$ cat config.mk
export PLATFORM = sky130hd
export DESIGN_NAME = cim_host_sequencer
export DESIGN_NICKNAME = d
export VERILOG_FILES = /design/src/rtl/cim_host_sequencer.sv
export SDC_FILE = /design/constraint.sdc
export NUM_CORES = 1
export LEC_CHECK = 0
export CORE_ASPECT_RATIO = 1.2
export CORE_MARGIN = 4
export CORE_UTILIZATION = 45
export DETAILED_ROUTE_END_ITERATION = 10
export PLACE_DENSITY = 0.77
export SYNTH_ARGS = -nofsm -noshare
export SYNTH_HDL_FRONTEND = slang
export SYNTH_SLANG_ARGS = --single-unit
$ cat constraint.sdc
create_clock -name clk -period 2.5 [get_ports clk]
set_clock_uncertainty 0.2 [all_clocks]
set_input_delay 0.5 -clock clk [delete_from_list [all_inputs] [get_ports clk]]
set_output_delay 0.5 -clock clk [all_outputs]
set_load 0.01 [all_outputs]
$ cat src/rtl/cim_host_sequencer.sv
// rtl/cim_host_sequencer.sv - host-side command sequencer for the CIM macro controller
// Issues one read/write/CIM op at a time, serialises the operand and holds the response.
module cim_host_sequencer #(
  parameter int INPUT_BIT_WIDTH = 8,
  parameter int ADDR_WIDTH      = 6,
  parameter int DATA_WIDTH      = 8,
  parameter int OUT_WIDTH       = 16,
  parameter int TIMEOUT_CYCLES  = 64
) (
  input  logic                       clk,
  input  logic                       rst_n,
  input  logic                       cmd_valid,
  output logic                       cmd_ready,
  input  logic [1:0]                 cmd_op,
  input  logic [ADDR_WIDTH-1:0]      cmd_addr,
  input  logic [DATA_WIDTH-1:0]      cmd_wdata,
  input  logic [INPUT_BIT_WIDTH-1:0] cmd_operand,
  output logic                       rsp_valid,
  input  logic                       rsp_ready,
  output logic [OUT_WIDTH-1:0]       rsp_data,
  output logic                       rsp_err,
  output logic [1:0]                 ctrl_r_w_cim,
  output logic                       ctrl_start,
  input  logic                       ctrl_busy,
  input  logic                       ctrl_rd_data_enable,
  input  logic                       ctrl_cim_data_enable,
  input  logic                       ctrl_in_msb,
  output logic [ADDR_WIDTH-1:0]      macro_addr,
  output logic [DATA_WIDTH-1:0]      macro_wdata,
  output logic                       cim_in_bit,
  input  logic [DATA_WIDTH-1:0]      macro_rd_data,
  input  logic [OUT_WIDTH-1:0]       macro_cim_data
);

  localparam int WD_W       = $clog2(TIMEOUT_CYCLES + 1);
  localparam int SH_W       = $clog2(INPUT_BIT_WIDTH + 1);
  localparam int WAIT_LIMIT = 4;

  localparam logic [1:0] OP_ILLEGAL = 2'b00;
  localparam logic [1:0] OP_READ    = 2'b01;
  localparam logic [1:0] OP_CIM     = 2'b11;

  typedef enum logic [2:0] {IDLE, ISSUE, WAIT_BUSY, RUN, RESP} state_t;

  state_t                     state, state_nxt;
  logic                       err_nxt;
  logic [1:0]                 op_q;
  logic [INPUT_BIT_WIDTH-1:0] shreg;
  logic [SH_W-1:0]            sh_cnt;
  logic                       sh_active;
  logic [WD_W-1:0]            wd_cnt;
  logic                       accept, active, enter_resp, shift_en;

  assign accept     = (state == IDLE) && cmd_valid && cmd_ready;
  assign active     = (state == WAIT_BUSY) || (state == RUN);
  assign enter_resp = (state_nxt == RESP) && (state != RESP);
  // Shifting starts on the first in_msb slot and then free-runs for the remaining bits.
  assign shift_en   = active && (op_q == OP_CIM) && (sh_active || ctrl_in_msb) &&
                      (sh_cnt < SH_W'(INPUT_BIT_WIDTH - 1));

  assign ctrl_start = (state == ISSUE);
  assign rsp_valid  = (state == RESP);
  assign cim_in_bit = shreg[INPUT_BIT_WIDTH-1];

  always_comb begin
    state_nxt = state;
    err_nxt   = 1'b0;
    case (state)
      IDLE: begin
        if (accept) begin
          if (cmd_op == OP_ILLEGAL) begin
            state_nxt = RESP;
            err_nxt   = 1'b1;
          end else begin
            state_nxt = ISSUE;
          end
        end
      end
      ISSUE: state_nxt = WAIT_BUSY;
      WAIT_BUSY: begin
        if (ctrl_busy) begin
          state_nxt = RUN;
        end else if (wd_cnt == WD_W'(WAIT_LIMIT - 1)) begin
          state_nxt = RESP;
          err_nxt   = 1'b1;
        end
      end
      RUN: begin
        // Busy falling beats a watchdog expiry on the same edge.
        if (!ctrl_busy) begin
          state_nxt = RESP;
        end else if (wd_cnt == WD_W'(TIMEOUT_CYCLES - 1)) begin
          state_nxt = RESP;
          err_nxt   = 1'b1;
        end
      end
      RESP: if (rsp_ready) state_nxt = IDLE;
      default: state_nxt = IDLE;
    endcase
  end

  always_ff @(posedge clk or negedge rst_n) begin
    if (!rst_n) begin
      state        <= IDLE;
      cmd_ready    <= 1'b0;
      op_q         <= 2'b00;
      ctrl_r_w_cim <= 2'b00;
      macro_addr   <= '0;
      macro_wdata  <= '0;
      shreg        <= '0;
      sh_cnt       <= '0;
      sh_active    <= 1'b0;
      wd_cnt       <= '0;
      rsp_data     <= '0;
      rsp_err      <= 1'b0;
    end else begin
      state     <= state_nxt;
      cmd_ready <= (state_nxt == IDLE);

      if (accept) begin
        op_q         <= cmd_op;
        ctrl_r_w_cim <= cmd_op;
        macro_addr   <= cmd_addr;
        macro_wdata  <= cmd_wdata;
        shreg        <= cmd_operand;
        sh_cnt       <= '0;
        sh_active    <= 1'b0;
        rsp_data     <= '0;
        rsp_err      <= 1'b0;
      end

      if (state == ISSUE) begin
        wd_cnt <= '0;
      end else if (active) begin
        wd_cnt <= wd_cnt + 1'b1;
      end

      if (active) begin
        if (ctrl_rd_data_enable && (op_q == OP_READ)) begin
          rsp_data <= OUT_WIDTH'(macro_rd_data);
        end
        if (ctrl_cim_data_enable && (op_q == OP_CIM)) begin
          rsp_data <= macro_cim_data;
        end
      end

      if (shift_en) begin
        shreg     <= shreg << 1;
        sh_cnt    <= sh_cnt + 1'b1;
        sh_active <= 1'b1;
      end

      // Error responses carry no data; overrides any capture on the same edge.
      if (enter_resp) begin
        ctrl_r_w_cim <= 2'b00;
        shreg        <= '0;
        rsp_err      <= err_nxt;
        if (err_nxt) begin
          rsp_data <= '0;
        end
      end

      if ((state == RESP) && rsp_ready) begin
        rsp_data <= '0;
        rsp_err  <= 1'b0;
      end
    end
  end

endmodule

==> results list <==
* Result of the run: complete, no violations
- The synthesized design contains 59 register bits.
- Number of inserted diodes: 0
- Maximum vdd ir drop: 621 uV
* Detailed router's first-iteration violation count: 146
- Number of vias per cell: 5.20
- In this run the horizontal extent of the chip is 78.7 um.
- The number of endpoints with negative hold slack in the final report was 0.
- The floorplan step defined a core boundary enclosing 5740 sq um.
- Yosys mapped the design onto 41 distinct sky130hd cell types.
- In the final design database the tool counted 436 nets.
- In the synthesized netlist the dominant register cell turns out to be sky130_fd_sc_hd__dfrtp_1.
- Mean routed wirelength per cell: 14.9 um
- Standby leakage power: 1.83 nW
- After clock tree synthesis, the clock-pin slew on the worst setup and hold paths is 0.06 ns.
* Combinational power share: 39.5%
- Clk_lat worst skew: 0.33 ns
- The wire-length estimate of the detail-placed layout is 4.81 mm.
- Of all cell types, the one taking the most synthesized area is sky130_fd_sc_hd__dfrtp_1.
- In this run, the clock network consumes 22.4% of the power.
* Commonest non-fill, non-tap cells in the layout: sky130_fd_sc_hd__clkdlybuf4s50_1 (91), sky130_fd_sc_hd__nand2_1 (62), sky130_fd_sc_hd__dfrtp_1 (59), sky130_fd_sc_hd__nand3_1 (20), sky130_fd_sc_hd__a21oi_1 (18)
* Classification of the worst-slack hold path: reg -> reg
- Post-Layout Cell Count: 463
- Setup Crit Path Kind: reg -> out
- In this run the cell area of the synthesized design comes to 2700 sq um.
- At the end of routability-driven placement, the weighted congestion stood at 0.825.
- Number of buffers on the longest clock path: 2
- Counting every net in the synthesized netlist gives 338.
- For this design, the sink count on the clock tree is 59.
- Antenna-violating nets left: 0
- Main area contributors after synthesis: sky130_fd_sc_hd__dfrtp_1 (55%), sky130_fd_sc_hd__nand2_1 (8.6%), sky130_fd_sc_hd__nand3_1 (3.7%)
* Final-layout fill cell count: 446
* Count of placed standard cells including taps: 445
- Global routing used 20.1% of the available tracks.
- Measured against its own limit, the worst slew margin works out to 62.4%.
* Pins over their slew limit: 0
- Required @ worst endpoint: 1.80 ns
- Data on the critical path arrives at its endpoint at 1.70 ns.
- Cell area after placement: 3750 sq um
- Most common library cell in the layout ignoring fill and taps: sky130_fd_sc_hd__clkdlybuf4s50_1
* Count of H-tree levels built during CTS: 3
- Entering global routing, the biggest net connects 60 pins.
* Routed wire length: 6.92 mm
- Setup repair after global routing missed its margin: no
- The initial antenna violation count is 0.
* Grt total ovfl: 0
- Transition time of the tightest slew-check pin: 0.563 ns
- Number of placed I/O pins: 93
- Clock tree from TritonCTS: yes
- For this run, the number of Yosys warnings is 0.
- The internal power of the cells totals 0.00290 W.
- From synthesis to final layout, the design area changed by 48.6%.
* Detailed Routing Iterations Pass 1: 4
- The first global-routing pass estimated 11.6 mm of wire.
- Max-cap violations in this run came to 0.
* Area fraction of the dominant cell type after synthesis: 54.8%
* Number of global-route vias before repair: 2431
- Portion of the post-synthesis area used by sequential elements: 54.8%
* Die area: 7300 sq um
- In this run the power spent charging and discharging nets is 0.00147 W.
- The worst path uses 95.9% of the clock period.
- For this run, the top clock speed supported by timing is 417 MHz.
- The tree is rooted in a sky130_fd_sc_hd__clkbuf_8.
* Power density over cell area: 1090 nW/um^2
- The floorplan has 30 rows.
* Area of the multi-input gates: 1140 sq um
- Number of failing setup endpoints in the final timing report: 0
- Number of vias in the routed layout: 2407
* Post-synth EDFFs: 0
- After detailed routing, the number of remaining DRC violations is 0.
- The average instance in the mapped netlist occupies 9.63 sq um.
- Synthesis handed over a netlist of 280 instances.
* Num CTS Buffers: 9
- Critical path fanouts, max: 8
- Crit path launch type: flop
- Async set-reset flop share out of synthesis: 100%
- The share of total power dissipated in sequential elements is 38.1%.
- The initial utilization of the core area, before any placement, comes to 46.9%.
- Port buffering added 92 buffers.
- Post-route minimum period: 2.40 ns
- The floorplan step set the die height to 92.8 um.
* Register area: 1480 sq um
* Kind of end point of the critical path: primary output
- Layout cell share with drive strength beyond 1: 12.5%
* Final design area excluding fillers: 4010 sq um
- Share of total power consumed by net switching: 33.6%
## synth_stat cells, types with 3 or more instances
master,n
sky130_fd_sc_hd__nand2_1,62
sky130_fd_sc_hd__dfrtp_1,59
sky130_fd_sc_hd__nand3_1,20
sky130_fd_sc_hd__nor2_1,19
sky130_fd_sc_hd__a21oi_1,18
sky130_fd_sc_hd__clkbuf_1,11
sky130_fd_sc_hd__or2_2,11
sky130_fd_sc_hd__mux2i_1,9
sky130_fd_sc_hd__a32oi_1,8
sky130_fd_sc_hd__o21ai_0,8
sky130_fd_sc_hd__a22oi_1,7
sky130_fd_sc_hd__nor3_1,4
sky130_fd_sc_hd__buf_2,3
sky130_fd_sc_hd__nand3b_1,3
sky130_fd_sc_hd__nand4_1,3
sky130_fd_sc_hd__xor2_1,3
## metrics by stage
stage                     TNS [ns]  hold slack (ns)  total power, W  util [%]  setup WS, ns
after CTS                        0            0.275         0.00438      69.5        0.0565
after floorplan                  0          0.00441         0.00248         -         0.337
after detailed placement     -3.39            0.259         0.00337      65.3        -0.143
after global placement       -2.76            0.252         0.00332      65.3        -0.128
after global routing             0            0.301         0.00466      69.8        0.0115
final                            0            0.273         0.00436      69.8         0.101
## area by class of cell
cell class | count | share of cell area, %
Multi-Input combinational cell | 202 | 28.6
Timing Repair Buffer | 105 | 26.3
Tap cell | 80 | 2.50
Clock inverter | 4 | 1.81
Inverter | 1 | 0.0937
Sequential cell | 59 | 36.9
Clock buffer | 12 | 3.87
## layer usage
| metal | GRT usage [%] | share of wire, % | vias up |
|---|---|---|---|
| li1 | - | - | 1173 |
| met1 | 25.9 | 42 | 1163 |
| met2 | 33.1 | 51 | 67 |
| met5 | 0 | 0 | - |
| met3 | 6.91 | 6.2 | 4 |
| met4 | 3.79 | 0.45 | 0 |
## sequential cells by signal, summed over array words and instances (netlist names), 2 cells and up
| name | cells |
|---|---|
| rsp_data | 16 |
| macro_wdata | 8 |
| shreg | 8 |
| wd_cnt | 7 |
| macro_addr | 6 |
| sh_cnt | 4 |
| state | 3 |
| ctrl_r_w_cim | 2 |
| op_q | 2 |
## cells by family after synthesis
| logic type | Yosys count | synth area share [%] |
|---|---|---|
| adders and majority gates | 2 | 0.928 |
| muxes | 10 | 3.76 |
| xor gates and xnor gates | 4 | 1.30 |
| DFF | 59 | 54.8 |
| buffers and inverters | 19 | 3.34 |
| AOI/OAI and AO/OA | 48 | 11.6 |
| and+or+nand+nor | 138 | 24.4 |
## power groups by stage
stage | sequential [W] | combinational [W] | clock, W
after floorplan | 0.00170 | 0.000779 | 0
after global placement | 0.00164 | 0.00168 | 0
after detailed placement | 0.00166 | 0.00172 | 0
after CTS | 0.00165 | 0.00173 | 0.000999
after global routing | 0.00171 | 0.00190 | 0.00105
final | 0.00166 | 0.00172 | 0.000979
## final timing paths
kind / from / to / slack [ns] / cells past startpoint
setup / recovery: state[1] / rsp_valid / 0.10 / 4
hold reg to reg: sh_active / sh_active / 0.27 / 2
hold / removal: sh_active / sh_active / 0.27 / 2
max in group asynchronous: rst_n / rsp_data[2] / 1.34 / 3
min in group asynchronous: rst_n / macro_addr[1] / 0.49 / 3
setup reg to reg: wd_cnt[0] / rsp_data[14] / 0.25 / 6
## critical path: stages, from the launching register on
cell and delay [ns]:
sky130_fd_sc_hd__dfrtp_1 0.49, sky130_fd_sc_hd__nor2_4 0.19, sky130_fd_sc_hd__nand2_1 0.09, sky130_fd_sc_hd__inv_1 0.07
sky130_fd_sc_hd__clkdlybuf4s50_1 0.53
## what timing repair did
item | in CTS | in global routing
gates resized for setup | 2 | 1
hold buffers | 1 | 0
endpoints found under the setup margin | 2 | 2
hold endpoints to repair | 59 | 0
setup buffers | 0 | 1
pin swaps | 0 | 1
Note: power is estimated with default switching activity, not from simulation.
